<file path="src/rtl/muldiv_unit_pkg.sv">
// Shared op codes and FSM state encoding for the multiply/divide unit and the ALU decoder.
package muldiv_unit_pkg;

  localparam int unsigned OP_W = 3;

  localparam logic [OP_W-1:0] OP_MULT  = 3'b000;
  localparam logic [OP_W-1:0] OP_MULTU = 3'b001;
  localparam logic [OP_W-1:0] OP_DIV   = 3'b010;
  localparam logic [OP_W-1:0] OP_DIVU  = 3'b011;
  localparam logic [OP_W-1:0] OP_MTHI  = 3'b100;
  localparam logic [OP_W-1:0] OP_MTLO  = 3'b101;

  typedef enum logic [1:0] {
    ST_IDLE = 2'b00,
    ST_RUN  = 2'b01,
    ST_FIX  = 2'b10
  } state_e;

  // MULT, MULTU, DIV and DIVU all have a zero top bit.
  function automatic logic is_arith(input logic [OP_W-1:0] op);
    return (op[2] == 1'b0);
  endfunction

endpackage

</file>
<file path="src/rtl/muldiv_signfix.sv">
// Final result shaping: applies result signs to the magnitude result and handles divide by zero.
module muldiv_signfix #(
  parameter int unsigned WIDTH = 32
) (
  input  logic [2*WIDTH-1:0] mag,
  input  logic               is_div,
  input  logic               neg_q,
  input  logic               neg_r,
  input  logic               div_zero,
  input  logic [WIDTH-1:0]   raw_a,
  output logic [WIDTH-1:0]   res_hi_c,
  output logic [WIDTH-1:0]   res_lo_c
);

  localparam int unsigned AW = 2 * WIDTH;

  logic [AW-1:0]    prod;
  logic [WIDTH-1:0] q_mag;
  logic [WIDTH-1:0] r_mag;

  // Multiply negates the whole product; divide negates quotient and remainder independently.
  always_comb begin
    prod     = neg_q ? -mag : mag;
    q_mag    = mag[WIDTH-1:0];
    r_mag    = mag[AW-1:WIDTH];
    res_hi_c = prod[AW-1:WIDTH];
    res_lo_c = prod[WIDTH-1:0];
    if (is_div) begin
      if (div_zero) begin
        res_hi_c = raw_a;
        res_lo_c = '1;
      end else begin
        res_hi_c = neg_r ? -r_mag : r_mag;
        res_lo_c = neg_q ? -q_mag : q_mag;
      end
    end
  end

endmodule

</file>
<file path="src/rtl/muldiv_unit.sv">
// Iterative multiply/divide engine with architectural HI/LO registers; one result bit per cycle.
module muldiv_unit
  import muldiv_unit_pkg::*;
#(
  parameter int unsigned WIDTH = 32
) (
  input  logic             clk,
  input  logic             reset,
  input  logic             start,
  input  logic [2:0]       op,
  input  logic [WIDTH-1:0] a,
  input  logic [WIDTH-1:0] b,
  output logic             busy,
  output logic             done,
  output logic [WIDTH-1:0] hi,
  output logic [WIDTH-1:0] lo
);

  localparam int unsigned CW = $clog2(WIDTH);
  localparam int unsigned AW = 2 * WIDTH;

  state_e           state;
  state_e           state_nxt;
  logic [CW-1:0]    cnt;
  logic [AW-1:0]    acc;
  logic [WIDTH-1:0] opnd_b;
  logic [WIDTH-1:0] raw_a;
  logic             is_div;
  logic             neg_q;
  logic             neg_r;
  logic             div_zero;

  logic             busy_nxt;
  logic             done_nxt;

  logic             accept;
  logic             go;
  logic             is_signed;
  logic             a_neg;
  logic             b_neg;
  logic [WIDTH-1:0] a_mag;
  logic [WIDTH-1:0] b_mag;

  logic [WIDTH:0]   msum;
  logic [AW-1:0]    mul_step;
  logic [WIDTH:0]   rem_sh;
  logic             borrow;
  logic [WIDTH-1:0] rem_diff;
  logic [AW-1:0]    div_step;

  logic [WIDTH-1:0] res_hi_c;
  logic [WIDTH-1:0] res_lo_c;

  // Request decode and operand magnitudes; unsigned ops pass operands through untouched.
  always_comb begin
    accept    = (state == ST_IDLE) && start;
    go        = accept && is_arith(op);
    is_signed = ~op[0];
    a_neg     = is_signed && a[WIDTH-1];
    b_neg     = is_signed && b[WIDTH-1];
    a_mag     = a_neg ? -a : a;
    b_mag     = b_neg ? -b : b;
  end

  // One iteration of shift-add multiply and restoring divide.
  always_comb begin
    msum     = {1'b0, acc[AW-1:WIDTH]} + {1'b0, opnd_b & {WIDTH{acc[0]}}};
    mul_step = {msum, acc[WIDTH-1:1]};
    rem_sh   = acc[AW-1:WIDTH-1];
    borrow   = (rem_sh < {1'b0, opnd_b});
    rem_diff = rem_sh[WIDTH-1:0] - opnd_b;
    div_step = {(borrow ? rem_sh[WIDTH-1:0] : rem_diff), acc[WIDTH-2:0], ~borrow};
  end

  // State register.
  always_ff @(posedge clk) begin
    if (!reset) state <= ST_IDLE;
    else        state <= state_nxt;
  end

  // Next-state logic.
  always_comb begin
    state_nxt = state;
    case (state)
      ST_IDLE: if (go) state_nxt = ST_RUN;
      ST_RUN:  if (cnt == '0) state_nxt = ST_FIX;
      ST_FIX:  state_nxt = ST_IDLE;
      default: state_nxt = ST_IDLE;
    endcase
  end

  // Output decode; busy covers RUN and FIX, done follows the FIX edge.
  always_comb begin
    busy_nxt = (state_nxt != ST_IDLE);
    done_nxt = (state == ST_FIX);
  end

  muldiv_signfix #(.WIDTH(WIDTH)) u_signfix (
    .mag      (acc),
    .is_div   (is_div),
    .neg_q    (neg_q),
    .neg_r    (neg_r),
    .div_zero (div_zero),
    .raw_a    (raw_a),
    .res_hi_c (res_hi_c),
    .res_lo_c (res_lo_c)
  );

  // Datapath, counter and HI/LO registers.
  always_ff @(posedge clk) begin
    if (!reset) begin
      busy     <= 1'b0;
      done     <= 1'b0;
      hi       <= '0;
      lo       <= '0;
      cnt      <= '0;
      acc      <= '0;
      opnd_b   <= '0;
      raw_a    <= '0;
      is_div   <= 1'b0;
      neg_q    <= 1'b0;
      neg_r    <= 1'b0;
      div_zero <= 1'b0;
    end else begin
      busy <= busy_nxt;
      done <= done_nxt;
      case (state)
        ST_IDLE: begin
          if (go) begin
            acc      <= {{WIDTH{1'b0}}, a_mag};
            opnd_b   <= b_mag;
            raw_a    <= a;
            is_div   <= op[1];
            neg_q    <= a_neg ^ b_neg;
            neg_r    <= a_neg;
            div_zero <= (b == '0);
            cnt      <= CW'(WIDTH - 1);
          end
          if (accept && (op == OP_MTHI)) hi <= a;
          if (accept && (op == OP_MTLO)) lo <= a;
        end
        ST_RUN: begin
          acc <= is_div ? div_step : mul_step;
          cnt <= cnt - CW'(1);
        end
        ST_FIX: begin
          hi <= res_hi_c;
          lo <= res_lo_c;
        end
        default: ;
      endcase
    end
  end

endmodule
</file>
<file path="config.mk">
export PLATFORM = sky130hd
export DESIGN_NAME = muldiv_unit
export DESIGN_NICKNAME = d
export VERILOG_FILES = /design/src/rtl/muldiv_unit_pkg.sv /design/src/rtl/muldiv_signfix.sv /design/src/rtl/muldiv_unit.sv
export SDC_FILE = /design/constraint.sdc
export NUM_CORES = 1
export LEC_CHECK = 0
export ABC_AREA = 1
export CELL_PAD_IN_SITES_DETAIL_PLACEMENT = 0
export CELL_PAD_IN_SITES_GLOBAL_PLACEMENT = 1
export CORE_ASPECT_RATIO = 0.8
export CORE_UTILIZATION = 45
export DETAILED_ROUTE_END_ITERATION = 6
export GPL_ROUTABILITY_DRIVEN = 0
export HOLD_SLACK_MARGIN = 0.1
export MAX_ROUTING_LAYER = met4
export PLACE_DENSITY_LB_ADDON = 0.1
export SLEW_MARGIN = 10
export SYNTH_ARGS = -nofsm -noshare
export SYNTH_HDL_FRONTEND = slang
export SYNTH_SLANG_ARGS = --single-unit
</file>
<file path="constraint.sdc">
create_clock -name clk -period 4.1 [get_ports clk]
set_clock_uncertainty 0.05 [all_clocks]
set_input_delay 0.615 -clock clk [delete_from_list [all_inputs] [get_ports clk]]
set_output_delay 0.615 -clock clk [all_outputs]
set_load 0.1 [all_outputs]
</file>
==> results of run 1 <==
Yosys cell counts (all sizes together), types with 30 or more instances:
| master | number | area share, % |
|---|---|---|
| buf | 39 | 1.3 |
| ha | 69 | 4.4 |
| nand3 | 272 | 7.1 |
| nor2 | 439 | 8.7 |
| xor2 | 53 | 2.4 |
| nand4 | 35 | 1.1 |
| a21oi | 292 | 8.0 |
| a31oi | 30 | 0.96 |
| clkbuf | 106 | 2.0 |
| nand2 | 1058 | 21 |
| o21ai | 321 | 8.3 |
| dfxtp | 205 | 21 |
| inv | 515 | 9.9 |
worst max path at each step:
stage / startpoint / endpoint / slack (ps) / cells past startpoint
floorplan: acc[0] / acc[63] / 1640 / 20
global placement: acc[0] / acc[48] / 1200 / 16
detailed placement: acc[0] / acc[48] / 1160 / 16
CTS: acc[0] / acc[48] / 1130 / 16
global route: acc[0] / acc[48] / 890 / 16
finish: acc[0] / acc[48] / 1010 / 16
placed cells by master, fill, tap and decap left out, types with 16 or more instances in the layout:
master           count
nand2_1           1039
inv_1              500
nor2_1             418
o21ai_0            306
nand3_1            268
a21oi_1            266
dfxtp_1            203
clkdlybuf4s50_1    134
ha_1                69
xor2_1              53
nand4_1             35
buf_4               35
a31oi_1             30
a21oi_2             25
clkbuf_16           25
nor3_1              23
nor2_2              18
o211ai_1            16
through the flow:
step | utilization, % | hold slack (ps)
detailed placement | 50.1 | 421
CTS | 52.0 | 429
global placement | 50.1 | 401
global route | 52.0 | 451
floorplan | - | 380
finish | 52.0 | 429
power by group:
part / total, mW / switching (mW) / internal [mW]
clock: 2.20 / 0.985 / 1.21
sequential: 2.33 / 0.197 / 2.14
combinational: 2.58 / 1.88 / 0.705
metal layers:
layer / up-vias / part of all wire [%]
met5: - / 0
met4: 0 / 1.8
met3: 97 / 16
met2: 1377 / 37
met1: 10800 / 45
li1: 11400 / -
worst register-to-register path, cell delays in order, from the launching register on:
cell and delay, ps:
dfxtp_1 340, buf_4 440, nand2_1 120, inv_1 70, ha_1 220, nand2_1 140, inv_1 100, nand2_1 100
nor3_1 530, nand3_1 260, nand3_1 120, nand2_1 50, nand3_1 60, nand2_1 50, inv_1 210, nand2_1 100
a21oi_2 110
state kept, by name, summed over array words and instances, names as in the netlist:
name and count:
state 2, neg_r 1, is_div 1, acc 64
raw_a 32, neg_q 1, hi 32, opnd_b 32
busy 1, cnt 5, div_zero 1, lo 32
done 1
logic make-up (layout without fill, tap and decap cells):
family                     Yosys count  in the layout
xor gates and xnor gates            58             58
DFF                                205            205
other                                0              1
buffers and inverters              662            731
adders and majority gates           71             71
and+or+nand+nor                   1871           1871
AOI/OAI and AO/OA                  680            680
cell type report:
| class | count | share of cell area (%) |
|---|---|---|
| Timing Repair Buffer | 170 | 7.38 |
| Sequential cell | 205 | 18.7 |
| Multi-Input combinational cell | 2680 | 58.4 |
| Tap cell | 552 | 3.14 |
| Clock buffer | 35 | 3.24 |
| Antenna cell | 1 | 0.0114 |
| Clock inverter | 9 | 0.296 |
| Inverter | 517 | 8.83 |
==> qor.csv, run 1 <==
metric;value;unit
critPathKind;flip-flop to flip-flop;
worst_slew_pin_slew;1110;ps
startpoint_type;flip-flop;
clk_pin_slew_worst_paths;70;ps
async_flop_share;0;%
power.total;7.12;mW
area_growth;12.6;%
synth_fp_nets;3688;
setup_tns;0;ps
vdd_drop_max;0.333;mV
grt_pass1_wl;128000;um
grt_pass1_vias;20900;
clock_latency;570;ps
ys.warnings.count;0;
finalSetupViolations;0;
multi_input_area;12900;um2
final_area;22000;um2
setup_slack;1010;ps
synthFlopType;dfxtp_1;
drv_cap;0;
port_buffers;135;
gr-usage-met3;14.5;%
cts_made_buffers;25;
io-pin-count;136;
filler_cell_count;4557;
cts_tree;yes;
muxShareOfSynthArea;0;%
antenna_left;0;
pre_cts_ws;1160;ps
rr_startpoint;acc[0];
cp.buffers_inverters;4;
crit_path_end_kind;flip-flop;
crit_path_max_fanout;36;
worst-r2r-setup-slack;1010;ps
grt_overflow_total;0;
syn-cell-area;19500;um2
synth-simple-area-share;39.7;%
hold_class;flip-flop to flip-flop;
hold_violations;0;
ys_seq_elements;205;
cpPeakStageDelay;530;ps
num_vias;23700;
dpl.cell_count;4124;
drt_wl_total;85600;um
cts.root.buffer_cell;clkbuf_16;
fin_crit_sh;75.5;%
crit_family;simple AND/OR/NAND/NOR gates;
h-tree-depth;1;
drive_gt1_share;4.76;%
fp-row-count;67;
layout.cells.non_filler;4169;
grt_use_met1;57.1;%
synth_edf_count;0;
slew_headroom;25.8;%
cts_buffer_depth;3;
grt_antenna_before_repair;1;
synth_compound_area_share;18.8;%
cts_hold_buf;0;
status;finished, final reports clean;
synth_top_family_by_area;simple AND/OR/NAND/NOR gates;
slew_viol_final;0;
grt.busiest_layer;met1;
reg2regPathDepth;16;
syn_avg_cell_area;5.51;um2
cp.arrival;3540;ps
dp_hpwl;66800;um
via_per_inst;5.69;
critPathMostFrequentCell;nand2_1;
nNetsFinal;3740;
initial_utilization;46.1;%
die_area;44200;um2
cpMaxStageDelayCell;nor3_1;
drtPass1Iterations;6;
gr-usage-all-layers;38.8;%
die_w;235;um
cts_setup_buffers;0;
critPathRequiredTime;4550;ps
cts_resized;0;
synthXorXnorAreaFrac;2.60;%
min_path_cells;2;
seqCellArea;4110;um2
finalCriticalPeriod;3090;ps
p_leak;11.1;nW
synth_cells;3547;
dpl_cell_area;21200;um2
hold_end;cnt[4];
cts_sinks;205;
drt_iter0_drc;3483;
crit_chain;buf_4, nand2_1, inv_1, ha_1, nand2_1, inv_1, nand2_1, nor3_1, nand3_1, nand3_1, nand2_1, nand3_1, nand2_1, inv_1, nand2_1, a21oi_2;
avgRoutedWirePerCell;20.5;um
drc;0;
r2r_end;acc[48];
ys_types;51;
grt_max_degree;154;
use_met2;49.1;%
die_h;188;um
power_density;324;nW/um2
yosysSeqAreaShare;21.0;%
rsz0062_at_grt;no;
min-delay-start;cnt[4];
fmax;323;MHz
core_area;42300;um2
synth_fa_ha_area_share;4.63;%
Power figures use the tool's default switching activity.
==> inputs of run 2 (changes only) <==
CORE_UTILIZATION = 41   (was 45)
clock period = 3.05 ns   (was 4.1 ns; I/O delays follow)
==> run 2 against run 1 <==
Routed wire length rose by 3.1%. Cell count rose by 2.6%. Design area rose by 2.2%. Total power rose by 46%. Register-to-register slack got worse by 770 ps. Sequential cell count did not move. Global-route usage fell by 2.1 points. Clock power rose by 70%. Sequential share of layout area fell by 0.41 points. Non-clock buffer count rose by 35. Highest routed layer unchanged.
==> qor.csv, run 2 (synthesis gave the netlist of run 1 again) <==
metric;value;unit;change
status;finished, final reports clean;;
fin_crit_sh;92.2;%;+17 points
drive_gt1_share;7.66;%;+2.9 points
crit_chain;ha_1, nand2_1, nor2_1, nand2_1, inv_1, nand2_2, nand2_2, nand2_4, nand2_8, nand3_1, nand2_1, nand2_1, a21oi_1;;
antenna_left;0;;unchanged
power_density;461;nW/um2;+42%
cts.root.buffer_cell;clkbuf_16;;
worst_slew_pin_slew;1040;ps;-72.0 ps
nNetsFinal;3777;;+0.99%
cp.arrival;3260;ps;-280 ps
rr_startpoint;acc[40];;
min_path_cells;2;;unchanged
cts_made_buffers;27;;+8.0%
io-pin-count;136;;unchanged
fp-row-count;71;;+6.0%
slew_viol_final;0;;unchanged
num_vias;23600;;-0.42%
antenna_cells;0;;-1
crit_path_end_kind;flip-flop;;
critPathMostFrequentCell;nand2_1;;
hold_violations;0;;unchanged
drt_wl_total;88300;um;+3.1%
rsz0062_at_grt;no;;
via_per_inst;5.53;;-2.9%
clock_latency;590;ps;+20 ps
reg2regPathDepth;13;;-3
critPathKind;flip-flop to flip-flop;;
top_register;acc;;
p_leak;11.6;nW;+4.1%
largest_reg_flops;64;;unchanged
die_w;246;um;+4.7%
port_buffers;135;;unchanged
cts_buffer_depth;3;;unchanged
startpoint_type;flip-flop;;
drt_iter0_drc;2780;;-20%
die_area;48500;um2;+9.7%
r2r_end;acc[61];;
crit_path_max_fanout;33;;-8.3%
gr-usage-all-layers;36.7;%;-2.1 points
grt_pass1_wl;131000;um;+2.2%
layout_common_cells;nand2_1, inv_1, nor2_1;;
vdd_drop_max;0.362;mV;+8.6%
drv_cap;0;;unchanged
cpPeakStageDelay;770;ps;+240 ps
worst-r2r-setup-slack;240;ps;-770 ps
dp_hpwl;69600;um;+4.1%
grt_antenna_before_repair;0;;-1
filler_cell_count;5166;;+13%
clk_pin_slew_worst_paths;70;ps;about the same
drtPass1Iterations;6;;unchanged
critPathRequiredTime;3500;ps;-1050 ps
initial_utilization;41.6;%;-4.6 points
avgRoutedWirePerCell;20.7;um;+0.54%
drc;0;;unchanged
h-tree-depth;1;;unchanged
final_common_cell;nand2_1;;
core_area;47000;um2;+11%
fmax;356;MHz;+10%
whs;428;ps;-0.899 ps
setup_tns;0;ps;unchanged
hold_class;flip-flop to flip-flop;;
area_growth;15.2;%;
grt_overflow_total;0;;unchanged
cts_sinks;205;;unchanged
grt_pass1_vias;21300;;+1.9%
cts_tree;yes;;
finalCriticalPeriod;2810;ps;-281 ps
cpMaxStageDelayCell;dfxtp_1;;
cts_hold_buf;0;;unchanged
hold_end;cnt[4];;
min-delay-start;cnt[4];;
grt_max_degree;154;;unchanged
slew_headroom;30.6;%;+4.8 points
die_h;197;um;+4.7%
finalSetupViolations;0;;unchanged
## run 2: cell types whose count changed in the layout (fill, tap and decap cells not counted), moves of 3 or more
cell             delta
bufinv_16           +6
clkdlybuf4s50_1    -66
inv_6               +4
buf_12              +6
clkinvlp_4          -3
buf_4              +95
## run 2: worst max-delay path by stage
stage | from | slack [ps] | end | depth (start not counted)
after CTS | acc[0] | 340 | hi[6] | 11
final | acc[40] | 240 | acc[61] | 13
after detailed placement | a[1] | 240 | acc[30] | 12
after global placement | a[0] | 260 | acc[30] | 12
after floorplan | acc[0] | 590 | acc[63] | 20
after global routing | acc[0] | 70 | acc[51] | 16
## run 2: area by class of cell
class                      count  area [um2]  share of cell area [%]
multi-input combinational   2680       12900                    57.2
sequential                   205        4110                    18.3
inverter                     517        1940                    8.63
timing repair buffer         205        1800                    7.99
clock buffer                  38         787                    3.50
tap                          620         776                    3.45
clock inverter                12         228                    1.01
## run 2: layer usage
metal | vias to the layer above | GRT usage (%) | wire length [um]
met3 | 100 | 16.3 | 13400
met4 | 0 | 6.56 | 1710
li1 | 11500 | - | -
met2 | 1217 | 46.0 | 32500
met5 | - | - | 0
met1 | 10800 | 52.6 | 40800
## run 2: what timing repair did
action	CTS	global route
buffers inserted	0	0
gates resized for setup	0	1
setup endpoints to repair	0	1
## run 2: power by group
group,switching (mW),internal [mW]
Clock,1.42,2.31
Combinational,2.52,0.971
Sequential,0.268,2.87
Total,4.21,6.15
## run 2: worst max-delay path, delay by kind of cell, from the launching register on
family	cells	cell delay, ps
AND/OR/NAND/NOR	10	1340
AO/OA/AOI/OAI	1	100
flip-flops	1	770
adder cells (fa/ha/maj)	1	350
buffers and inverters	1	80
## run 2: metrics by stage
stage / cells / setup slack, ps / total power, mW / instance area (um2) / utilization, %
floorplan: 3547 / 589 / 5.42 / 19500 / -
global placement: 4227 / 264 / 6.55 / 21500 / 45.7
detailed placement: 4227 / 240 / 6.56 / 21500 / 45.7
CTS: 4277 / 336 / 10.3 / 22500 / 47.9
global route: 4277 / 72.9 / 10.8 / 22500 / 47.9
finish: 4277 / 238 / 10.4 / 22500 / 47.9
